==> src/rtl/mult_pkg.sv <==
// Shared definitions for the sequential shift-and-add multiplier.
package mult_pkg;

   typedef enum logic [1:0] {
      IDLE = 2'd0,
      CALC = 2'd1,
      DONE = 2'd2
   } state_e;

   function automatic int cnt_width(input int m);
      return $clog2(m + 1);
   endfunction

endpackage

==> src/rtl/mult_asmd_datapath.sv <==
// Datapath: operand registers, accumulator, iteration counter,
// (M+1)-bit adder and the combined right shifter.
module mult_asmd_datapath
   import mult_pkg::*;
#(
   parameter int M = 4
) (
   input  logic           clk_i,
   input  logic           rst_i,
   input  logic           load_i,
   input  logic           calc_step_i,
   input  logic [M-1:0]   a_i,
   input  logic [M-1:0]   b_i,
   output logic           cnt_zero_o,
   output logic [2*M-1:0] product_o
);

   localparam int CW = cnt_width(M);

   logic [M-1:0]  mcand_q;
   logic [M-1:0]  acc_q;
   logic [M-1:0]  mplr_q;
   logic [CW-1:0] cnt_q;
   logic [M:0]    addend;
   logic [M:0]    sum;

   assign addend = mplr_q[0] ? {1'b0, mcand_q} : '0;
   assign sum    = {1'b0, acc_q} + addend;

   // High on the final iteration: the counter hits 0 after this step.
   assign cnt_zero_o = (cnt_q == CW'(1));
   assign product_o  = {acc_q, mplr_q};

   always_ff @(posedge clk_i or posedge rst_i) begin
      if (rst_i) begin
         mcand_q <= '0;
         acc_q   <= '0;
         mplr_q  <= '0;
         cnt_q   <= '0;
      end else if (load_i) begin
         mcand_q <= a_i;
         mplr_q  <= b_i;
         acc_q   <= '0;
         cnt_q   <= CW'(M);
      end else if (calc_step_i) begin
         acc_q  <= sum[M:1];
         mplr_q <= {sum[0], mplr_q[M-1:1]};
         cnt_q  <= cnt_q - CW'(1);
      end
   end

endmodule

==> src/rtl/mult4bit_asmd_top.sv <==
// ASMD-controlled unsigned shift-and-add multiplier, M+1 cycle latency.
// Optional MULT_DONE_EN adds done (one-cycle pulse) and busy outputs.
module mult4bit_asmd_top
   import mult_pkg::*;
#(
   parameter int M = 4
) (
   input  logic           clk,
   input  logic           reset_n,
   input  logic [M-1:0]   A_in,
   input  logic [M-1:0]   B_in,
   input  logic           start,
`ifdef MULT_DONE_EN
   output logic           done,
   output logic           busy,
`endif
   output logic [2*M-1:0] S
);

   state_e         state_q;
   state_e         state_d;
   logic           load;
   logic           calc_step;
   logic           cnt_zero;
   logic [2*M-1:0] product;
   logic [2*M-1:0] s_q;

   mult_asmd_datapath #(.M(M)) u_dp (
      .clk_i       (clk),
      .rst_i       (reset_n),
      .load_i      (load),
      .calc_step_i (calc_step),
      .a_i         (A_in),
      .b_i         (B_in),
      .cnt_zero_o  (cnt_zero),
      .product_o   (product)
   );

   always_ff @(posedge clk or posedge reset_n) begin
      if (reset_n) state_q <= IDLE;
      else         state_q <= state_d;
   end

   always_comb begin
      state_d   = state_q;
      load      = 1'b0;
      calc_step = 1'b0;
      unique case (state_q)
         IDLE: begin
            if (start) begin
               load    = 1'b1;
               state_d = CALC;
            end
         end
         CALC: begin
            calc_step = 1'b1;
            if (cnt_zero) state_d = DONE;
         end
         DONE:    state_d = IDLE;
         default: state_d = IDLE;
      endcase
   end

   always_ff @(posedge clk or posedge reset_n) begin
      if (reset_n)              s_q <= '0;
      else if (state_q == DONE) s_q <= product;
   end

   assign S = s_q;

`ifdef MULT_DONE_EN
   logic done_q;

   always_ff @(posedge clk or posedge reset_n) begin
      if (reset_n) done_q <= 1'b0;
      else         done_q <= (state_q == DONE);
   end

   assign done = done_q;
   assign busy = (state_q != IDLE);
`endif

endmodule

==> config.mk <==
export PLATFORM = sky130hd
export DESIGN_NAME = mult4bit_asmd_top
export DESIGN_NICKNAME = d
export VERILOG_FILES = /design/src/rtl/mult_pkg.sv /design/src/rtl/mult_asmd_datapath.sv /design/src/rtl/mult4bit_asmd_top.sv
export SDC_FILE = /design/constraint.sdc
export NUM_CORES = 1
export LEC_CHECK = 0
export CAP_MARGIN = 20
export CELL_PAD_IN_SITES_DETAIL_PLACEMENT = 1
export CELL_PAD_IN_SITES_GLOBAL_PLACEMENT = 1
export CORE_MARGIN = 4
export CORE_UTILIZATION = 50
export CTS_CLUSTER_DIAMETER = 30
export DETAILED_ROUTE_END_ITERATION = 10
export DONT_BUFFER_PORTS = 1
export GPL_TIMING_DRIVEN = 0
export PLACE_DENSITY = 0.84
export SETUP_SLACK_MARGIN = 0.05
export SLEW_MARGIN = 20
export SYNTH_ARGS = -nofsm -noshare
export SYNTH_HDL_FRONTEND = slang
export SYNTH_HIERARCHICAL = 1
export SYNTH_SLANG_ARGS = --single-unit
export TNS_END_PERCENT = 1
==> constraint.sdc <==
create_clock -name clk -period 2.4 [get_ports clk]
set_input_delay 0.36 -clock clk [delete_from_list [all_inputs] [get_ports clk]]
set_output_delay 0.36 -clock clk [all_outputs]
set_load 0.01 [all_outputs]
==> results of run 1 <==
how the worst max path moves through the flow:
| stage | startpoint | to | slack, ns |
|---|---|---|---|
| after detailed placement | u_dp/mplr_q[0] | u_dp/acc_q[3] | 0.61 |
| after floorplan | u_dp/mplr_q[0] | u_dp/acc_q[3] | 0.81 |
| final | u_dp/mplr_q[0] | u_dp/acc_q[3] | 0.60 |
| after CTS | u_dp/mplr_q[0] | u_dp/acc_q[3] | 0.59 |
| after global placement | u_dp/mplr_q[0] | u_dp/acc_q[3] | 0.68 |
| after global routing | u_dp/mplr_q[0] | u_dp/acc_q[3] | 0.46 |
cell type report:
type / instances / share of cell area
Sequential cell: 25 / 0.469
Multi-Input combinational cell: 68 / 0.422
Buffer: 5 / 0.0300
Tap cell: 28 / 0.0263
Inverter: 9 / 0.0253
Clock buffer: 4 / 0.0197
Timing Repair Buffer: 1 / 0.00750
state kept, by name (all words and copies together) (netlist names):
name / flops
state_q: 2
S: 8
u_dp/cnt_q: 3
u_dp/mplr_q: 4
u_dp/mcand_q: 4
u_dp/acc_q: 4
logic make-up (layout without fill, tap and decap cells):
| kind of cell | count (synthesis) | in the layout | share of synthesized area |
|---|---|---|---|
| simple gates | 29 | 29 | 0.120 |
| flops | 25 | 25 | 0.496 |
| mux | 17 | 17 | 0.170 |
| buf+inv | 14 | 19 | 0.0585 |
| compound gates | 13 | 13 | 0.0664 |
| fa+ha+maj | 7 | 7 | 0.0753 |
| xor+xnor | 2 | 2 | 0.0139 |
layer usage:
layer / up-vias / GRT usage
met1: 407 / 0.211
met2: 15 / 0.308
met4: 0 / 0.0497
met3: 2 / 0.0312
met5: - / 0
li1: 369 / -
power by group through the flow:
stage,clock (mW),sequential [mW],combinational (mW)
2_1_floorplan,0,0.728,0.596
3_3_place_gp,0,0.766,0.661
3_5_place_dp,0,0.788,0.721
4_1_cts,0.193,0.777,0.731
5_1_grt,0.212,0.802,0.811
6_report,0.183,0.772,0.723
through the flow:
step | util | power, mW | cell area, sq um
after global routing | 0.581 | 1.83 | 1330
after CTS | 0.581 | 1.70 | 1330
after detailed placement | 0.565 | 1.51 | 1300
after floorplan | - | 1.32 | 1260
after global placement | 0.565 | 1.43 | 1300
final | 0.581 | 1.68 | 1330
what timing repair did:
item / CTS / global route
resized for setup: 0 / 0
hold buffers: 1 / 0
hold endpoints to repair: 25 / 0
setup endpoints to repair: 0 / 0
cells in the final DEF, fill, tap and decap left out:
master         count
mux2_1             4
nor2_1             7
nand2_1            6
or2b_1             1
a211oi_1           1
buf_6              2
nand4_1            1
nand3_1            2
clkbuf_4           3
o21ai_1            5
clkbuf_1           1
fa_1               1
nor2b_1            3
nor2b_2            1
dfrtp_1           25
xnor2_1            2
and3_1             1
nand2b_1           2
buf_2              2
a21oi_1            3
and2_1             4
a2111o_1           1
mux2i_1            5
dlygate4sd3_1      1
a311oi_1           1
buf_4              1
ha_1               6
mux2_4             8
a21oi_2            1
and2b_1            1
inv_1              9
o21bai_1           1
==> run_results.csv, run 1 <==
group,metric,value,unit
yosys,synthTopCellsByCount,"dfrtp_1, inv_1, mux2_4",
detailed_routing,firstDrtPassIters,4,
clocking,clockRootBuffer,"clkbuf_4",
power,internal_power,1.04,mW
detailed_routing,routed_wl,2490,um
yosys,synth.most_common_cell,"dfrtp_1",
global_routing,grt_pass1_wl,4370,um
timing,rsz0062_at_grt,"no",
placement,gp_congestion,0.782,
timing,setup_tns,0,ns
power,p_seq_frac,0.460,
timing,fmax,555,MHz
yosys,synth_edf_count,0,
final_layout,drive_gt1_frac,0.161,
floorplanning,fp.dieH,58.3,um
floorplanning,die_x,58.3,um
floorplanning,fp-row-count,17,
min_path,holdPathEnd,"u_dp/mplr_q[1]",
detailed_routing,highest_layer,"met4",
setup_path,crit_path_end_kind,"flip-flop",
timing,fin_hold_ws,0.164,ns
final_layout,multi_input_area,563,sq um
setup_path,cp_top_family,"adder cells",
setup_path,crit_slowest_cell,"dfrtp_1",
yosys,yosysSeqAreaShare,0.496,
detailed_routing,met1Wirelength,1090,um
placement,io_buffers,0,
timing,finalMaxSlewViolations,0,
floorplanning,dieArea,3390,sq um
setup_path,crit_type,"reg2reg",
timing,fin_crit,1.80,ns
power,power.share.clock,0.109,
power,sw_frac_of_total,0.378,
power,comb_power_share,0.431,
placement,place_ws,0.609,ns
min_path,whs_path_depth,2,
clocking,path_clk_slew,0.13,ns
yosys,yosysTopAreaCellShare,0.496,
floorplanning,io_pins,19,
yosys,async_flop_share,1.00,
timing,hold_viol,0,
detailed_routing,wire_per_inst,17.8,um
setup_path,timing.rr.end,"u_dp/acc_q[3]",
detailed_routing,num_vias,793,
clocking,cts_setup_buffers,0,
floorplanning,fp.coreArea,2300,sq um
power,p_switching,0.634,mW
setup_path,start_kind,"flip-flop",
setup_path,critPathMaxStageDelay,0.47,ns
global_routing,grt_overflow,0,
setup_path,worst-path-buf-inv,1,
placement,dpl.hpwl,1890,um
final_layout,diodes,0,
yosys,synthCells,107,
final_layout,final-seq-area,626,sq um
timing,worstMarginPinSlew,0.584,ns
detailed_routing,route.detailed.drc,0,
power,power.density,1260,nW/um^2
clocking,cts_tree,"built",
yosys,synth-main-ff-cell,"dfrtp_1",
yosys,synth_warnings,6,
yosys,syn_nets,125,
run,max-cap-violations,0,
setup_path,cp_data_required_time,2.62,ns
timing,relSlewSlack,0.610,
global_routing,antenna_found_initial,0,
detailed_routing,routed-wl-met2,1310,um
setup_path,worstReg2RegStart,"u_dp/mplr_q[0]",
global_routing,grt_max_degree,16,
run_status,outcome,"completed",
final_layout,syn_to_final_growth,5.65,%
yosys,ys_types,29,
clocking,h-tree-depth,1,
detailed_routing,dr_wl_met3,78,um
clocking,numCtsBuffers,3,
min_path,holdCritStartpoint,"B_in[1]",
min_path,min_path_type,"in2reg",
detailed_routing,viasPerCell,5.66,
timing,worst_slack,0.599,ns
final_layout,fillers,236,
detailed_routing,drt_iter0_drc,11,
global_routing,grt_pass1_vias,895,
final_layout,instances_no_fill,140,
yosys,ys_seq_elements,25,
setup_path,cp.depth,7,
power,p_leak,0.678,nW
timing,finalCritPeriodShare,0.750,
timing,fin_skew,0.00320,ns
final_layout,nNetsFinal,131,
yosys,synthTopCellsByArea,"dfrtp_1, mux2_4, ha_1, mux2i_1, mux2_1",
floorplanning,start_util,0.550,
setup_path,worstPathMaxFanout,6,
clocking,cts_sinks,25,
global_routing,grt_use_total,0.172,
detailed_routing,ant_nets,0,
clocking,clk_latency,0.31,ns
placement,numPlacedInstances,135,
setup_path,rr_worst_depth,7,
setup_path,regToRegSetupSlack,0.60,ns
yosys,syn_avg_cell_area,11.8,sq um
power,peakVddDrop,0.611,mV
setup_path,cp.arrival,2.02,ns
timing,setup_viol,0,
clocking,clockBufferDepth,2,
yosys,yosysTopAreaCell,"dfrtp_1",
yosys,syn_area,1260,sq um
setup_path,path_cells,"and2_1, ha_1, inv_1, fa_1, nor2b_2, o21ai_1, a311oi_1",
Power figures use the tool's default switching activity.
==> inputs of run 2 (changes only) <==
Settings changed: CORE_UTILIZATION 50 to 48, PLACE_DENSITY 0.84 to 0.82.
Clock period 2.4 ns to 1.7 ns, I/O delays scaled along.
==> run 2 against run 1 <==
Net effect: hold slack lost 0.12 ns; critical path depth is the same; global-route usage shrank 1.6 points; fmax grew 8.4%; highest routed layer unchanged.
==> run_results.csv, run 2 (synthesis gave the netlist of run 1 again) <==
group,metric,value,unit
setup_path,cp_data_required_time,1.94,ns
final_layout,drive_gt1_frac,0.246,
run_status,outcome,"completed",
final_layout,syn_to_final_growth,10.3,%
clocking,clk_latency,0.32,ns
detailed_routing,route.detailed.drc,0,
setup_path,startpoint,"u_dp/mplr_q[0]",
setup_path,cp-endpoint,"u_dp/acc_q[3]",
global_routing,grt_pass1_vias,917,
final_layout,mostFrequentLayoutCell,"dfrtp_1",
detailed_routing,firstDrtPassIters,4,
power,power.density,1770,nW/um^2
floorplanning,start_util,0.505,
setup_path,timing.rr.end,"u_dp/acc_q[3]",
floorplanning,fp-row-count,18,
floorplanning,dieArea,3510,sq um
timing,fin_crit,1.66,ns
power,peakVddDrop,0.833,mV
timing,worstMarginPinSlew,0.570,ns
global_routing,grt_max_degree,16,
placement,io_buffers,0,
final_layout,utilization,0.557,
min_path,min_path_type,"in2reg",
placement,dpl.hpwl,1830,um
clocking,clockRootBuffer,"clkbuf_4",
final_layout,final_cell_mix,"dfrtp_1, mux2_4, inv_1",
clocking,cts_sinks,25,
timing,finalMaxSlewViolations,0,
clocking,h-tree-depth,1,
placement,numPlacedInstances,137,
clocking,path_clk_slew,0.14,ns
setup_path,start_kind,"flip-flop",
setup_path,worstReg2RegStart,"u_dp/mplr_q[0]",
timing,finalCritPeriodShare,0.977,
setup_path,worstPathMaxFanout,5,
setup_path,crit_path_end_kind,"flip-flop",
global_routing,grt_use_total,0.157,
setup_path,rr_worst_depth,7,
setup_path,crit_type,"reg2reg",
timing,setup_viol,0,
global_routing,grt_pass1_wl,4100,um
final_layout,diodes,0,
setup_path,cp.arrival,1.90,ns
timing,relSlewSlack,0.620,
clocking,clockBufferDepth,2,
detailed_routing,num_vias,777,
final_layout,instances_no_fill,144,
setup_path,regToRegSetupSlack,0.04,ns
floorplanning,fp.coreArea,2500,sq um
detailed_routing,wire_per_inst,17.0,um
final_layout,nNetsFinal,133,
floorplanning,fp.dieH,59.3,um
power,p_leak,0.688,nW
detailed_routing,ant_nets,0,
clocking,cts_tree,"built",
global_routing,grt_overflow,0,
timing,fmax,602,MHz
global_routing,antenna_found_initial,0,
detailed_routing,viasPerCell,5.40,
timing,fin_skew,0.00211,ns
timing,rsz0062_at_grt,"yes",
placement,place_area,1300,sq um
timing,hold_viol,0,
clocking,numCtsBuffers,3,
floorplanning,die_x,59.3,um
timing,setup_tns,0,ns
run,max-cap-violations,0,
detailed_routing,routed_wl,2450,um
detailed_routing,drt_iter0_drc,15,
final_layout,fin_area,1390,sq um
final_layout,largest_register_ffs,8,
timing,fin_hold_ws,0.0477,ns
min_path,holdCritStartpoint,"B_in[0]",
floorplanning,io_pins,19,
placement,gp_congestion,0.791,
## run 2: critical path, cell delays in order (launching register included)
cell and delay (ns):
dfrtp_2 0.44, and2_4 0.16, ha_4 0.12, inv_2 0.04, fa_2 0.38, nor2b_2 0.13, o21ai_2 0.06, a311oi_1 0.25
## run 2: through the flow
| stage | total power, mW | setup slack (ns) |
|---|---|---|
| finish | 2.46 | 0.0385 |
| global route | 2.69 | -0.0364 |
| CTS | 2.41 | 0.0310 |
| detailed placement | 2.11 | -0.0612 |
| global placement | 2.02 | -0.0247 |
| floorplan | 1.87 | 0.112 |
## run 2: area by class of cell
class	count	area (sq um)
inverter	9	33.8
tap	30	37.5
clock inverter	1	5.00
fill	254	1110
buffer	5	45.0
timing repair buffer	3	25.0
clock buffer	3	22.5
multi-input combinational	68	597
sequential	25	627
## run 2: worst min path at each step
stage / slack, ns / endpoint / cells after the start
after floorplan: 0.1 / S[0] / 1
after CTS: 0.04 / u_dp/mplr_q[3] / 2
after detailed placement: 0.14 / state_q[1] / 1
after global routing: 0.03 / u_dp/mcand_q[1] / 1
final: 0.05 / u_dp/mplr_q[0] / 2
after global placement: 0.12 / state_q[0] / 1
## run 2: power by group
part	leakage, nW	total [mW]	switching [mW]	internal, mW
combinational	0.357	1.09	0.497	0.596
clock	0.0177	0.271	0.182	0.0884
sequential	0.313	1.10	0.242	0.855
## run 2: layer usage
layer | wire length [um] | vias to the layer above | part of all wire | global-route usage
li1 | - | 374 | - | -
met1 | 1070 | 376 | 0.44 | 0.193
met2 | 1210 | 20 | 0.49 | 0.261
met3 | 98 | 7 | 0.040 | 0.0349
met4 | 76 | 0 | 0.031 | 0.0712
met5 | 0 | - | 0 | 0
## run 2: what timing repair did
action                                  CTS  global route
hold buffers                              1             0
buffers inserted                          2             0
endpoints found under the hold margin    25             0
endpoints found under the setup margin    4             9
resized for setup                         2             8
pin swaps                                 2             4
==> inputs of run 3 (changes only) <==
Settings changed: SETUP_SLACK_MARGIN 0.05 to not set, SYNTH_HIERARCHICAL 1 to not set.
==> run 3 against run 2 <==
Net effect: count of clock-buffer cells in the layout unchanged; synthesized area decreased by 5.2%; design area decreased by 6.3%; largest power group unchanged; cell count decreased by 6.3%; clock power about the same; clock skew increased by 0.0093 ns; first-iteration DRC count increased by 67%; power decreased by 15%.
==> run_results.csv, run 3 <==
group,metric,value,unit
run_status,outcome,"completed",
final_layout,fin_area,1310,sq um
clocking,clockRootBuffer,"clkbuf_4",
setup_path,worst-path-buf-inv,1,
timing,finalCritPeriodShare,0.973,
setup_path,path_cells,"nand2_1, inv_1, ha_1, a21o_1, a21oi_2, xor2_1, o21ai_0",
setup_path,start_kind,"flip-flop",
final_layout,mostFrequentLayoutCell,"dfrtp_1",
timing,fin_skew,0.0114,ns
detailed_routing,wire_per_inst,17.9,um
clocking,cts_sinks,25,
global_routing,grt_use_total,0.159,
yosys,synth-main-ff-cell,"dfrtp_1",
setup_path,crit_type,"reg2reg",
floorplanning,io_pins,19,
placement,io_buffers,0,
setup_path,regToRegSetupSlack,0.05,ns
timing,relSlewSlack,0.364,
final_layout,final_cell_mix,"dfrtp_1, nand2_1, o21ai_0",
setup_path,timing.rr.end,"u_dp.acc_q[2]",
yosys,syn_area,1200,sq um
yosys,synthTopCellsByArea,"dfrtp_1, mux2_4, ha_1, o21ai_0, mux2_2",
setup_path,critPathMaxStageDelay,0.44,ns
setup_path,rr_worst_depth,7,
detailed_routing,drt_iter0_drc,25,
clocking,numCtsBuffers,3,
yosys,async_flop_share,1.00,
setup_path,cp_data_required_time,1.92,ns
yosys,synth_top_family_by_area,"multiplexers",
timing,fmax,605,MHz
timing,fin_hold_ws,0.00630,ns
setup_path,crit_slowest_cell,"dfrtp_1",
clocking,postCtsHoldBufs,0,
clocking,clk_latency,0.33,ns
detailed_routing,viasPerCell,5.61,
final_layout,utilization,0.568,
yosys,synth.most_common_cell,"dfrtp_1",
yosys,yosysSeqAreaShare,0.522,
floorplanning,start_util,0.521,
setup_path,worstReg2RegStart,"u_dp.mplr_q[0]",
floorplanning,fp-row-count,17,
setup_path,cp-endpoint,"u_dp.acc_q[2]",
setup_path,cp.depth,7,
min_path,min_path_type,"in2async",
detailed_routing,ant_nets,0,
power,power.density,1600,nW/um^2
placement,gp_congestion,0.741,
setup_path,worstPathMaxFanout,4,
yosys,syn_nets,118,
clocking,h-tree-depth,1,
yosys,ys_seq_elements,25,
yosys,synthAdderAreaFrac,0.0794,
detailed_routing,route.detailed.drc,0,
timing,hold_viol,0,
global_routing,antenna_found_initial,0,
timing,finalMaxSlewViolations,0,
global_routing,grt_pass1_wl,3970,um
run,max-cap-violations,0,
clocking,path_clk_slew,0.14,ns
yosys,synth_warnings,0,
clocking,cts_tree,"built",
placement,place_area,1230,sq um
yosys,synthCells,100,
final_layout,drive_gt1_frac,0.252,
placement,dpl.hpwl,1760,um
global_routing,grt_overflow,0,
setup_path,cp.arrival,1.88,ns
yosys,synth-simple-area-share,0.0961,
setup_path,cp_top_family,"flip-flops",
global_routing,grt_pass1_vias,816,
detailed_routing,num_vias,757,
yosys,yosysTopAreaCell,"dfrtp_1",
yosys,synthXorXnorAreaFrac,0.0146,
detailed_routing,firstDrtPassIters,4,
floorplanning,fp.dieH,57.9,um
timing,fin_crit,1.65,ns
yosys,ys_types,22,
yosys,synth_edf_count,0,
timing,setup_viol,0,
global_routing,grt_max_degree,26,
floorplanning,die_x,57.9,um
yosys,synth_mux_area_frac,0.125,
yosys,yosysTopAreaCellShare,0.522,
detailed_routing,routed_wl,2410,um
final_layout,syn_to_final_growth,8.99,%
power,peakVddDrop,0.728,mV
yosys,synth_compound_area_frac,0.114,
timing,worstMarginPinSlew,0.953,ns
setup_path,crit_path_end_kind,"flip-flop",
timing,setup_tns,0,ns
clocking,clockBufferDepth,2,
yosys,syn_avg_cell_area,12.0,sq um
final_layout,nNetsFinal,126,
power,p_leak,0.651,nW
final_layout,largest_register_ffs,8,
setup_path,startpoint,"u_dp.mplr_q[0]",
yosys,synthTopCellsByCount,"dfrtp_1, nand2_1, o21ai_0",
floorplanning,fp.coreArea,2300,sq um
floorplanning,dieArea,3360,sq um
final_layout,diodes,0,
==> run 3: cell count changes in the layout (fill, tap and decap cells not counted), sizes merged, moves of 3 or more <==
cell   change
o21ai      +7
nor2b      -3
nor2       -7
mux2i      -5
nand2      +6
a22oi      +5
==> run 3: how the worst min path moves through the flow <==
stage	from	slack, ns	cells past startpoint	end
2_1_floorplan	reset_n	0.28	1	S[0]
3_3_place_gp	reset_n	0.39	1	S[5]
3_5_place_dp	reset_n	0.41	1	S[1]
4_1_cts	reset_n	0.03	1	S[0]
5_1_grt	A_in[2]	0.05	1	u_dp.mcand_q[2]
6_report	reset_n	0.006	1	S[0]
==> run 3: final cells by class <==
type                    count  area [sq um]
fillers                   255           992
multi-input cells          64           537
flip-flops and latches     25           626
plain buffers               3          27.5
inverters                   8          30.0
clock inverters             1          5.00
clock buffers               3          22.5
well taps                  28          35.0
repair buffers              3          22.5
==> run 3: kinds of logic after synthesis <==
logic type	after synthesis
AO/OA/AOI/OAI	23
XOR/XNOR	2
adder cells (fa/ha/maj)	7
buffers and inverters	11
flip-flops	25
multiplexers	11
AND/OR/NAND/NOR	21
==> run 3: layer usage <==
metal	track usage	wire length [um]	share of wire
met3	0.0356	108	0.045
met2	0.252	1160	0.48
met4	0.0894	58	0.024
met5	0	0	0
met1	0.200	1090	0.45
==> run 3: worst reg2reg max path: stages (launching register included) <==
cell     delay, ns
dfrtp_1       0.44
nand2_1       0.14
inv_1         0.07
ha_1          0.27
a21o_1        0.20
a21oi_2       0.15
xor2_1        0.18
o21ai_0       0.09
==> run 3: stage by stage <==
step	total power, mW	std cells	setup slack [ns]
global route	2.25	135	-0.0559
detailed placement	1.75	128	0.0274
CTS	2.05	134	0.0469
finish	2.08	135	0.0461
floorplan	1.55	100	0.189
global placement	1.68	128	0.0650
==> run 3: where the power goes <==
part	switching [mW]	leakage (nW)	internal, mW
registers	0.196	0.318	0.821
logic	0.384	0.315	0.409
clock network	0.184	0.0177	0.0884
total	0.764	0.651	1.32
==> run 3: repair_timing <==
action	CTS	global route
endpoints found under the setup margin	1	3
resized for setup	0	5
pin swaps	0	1
cloned	0	0
buffers inserted	2	1
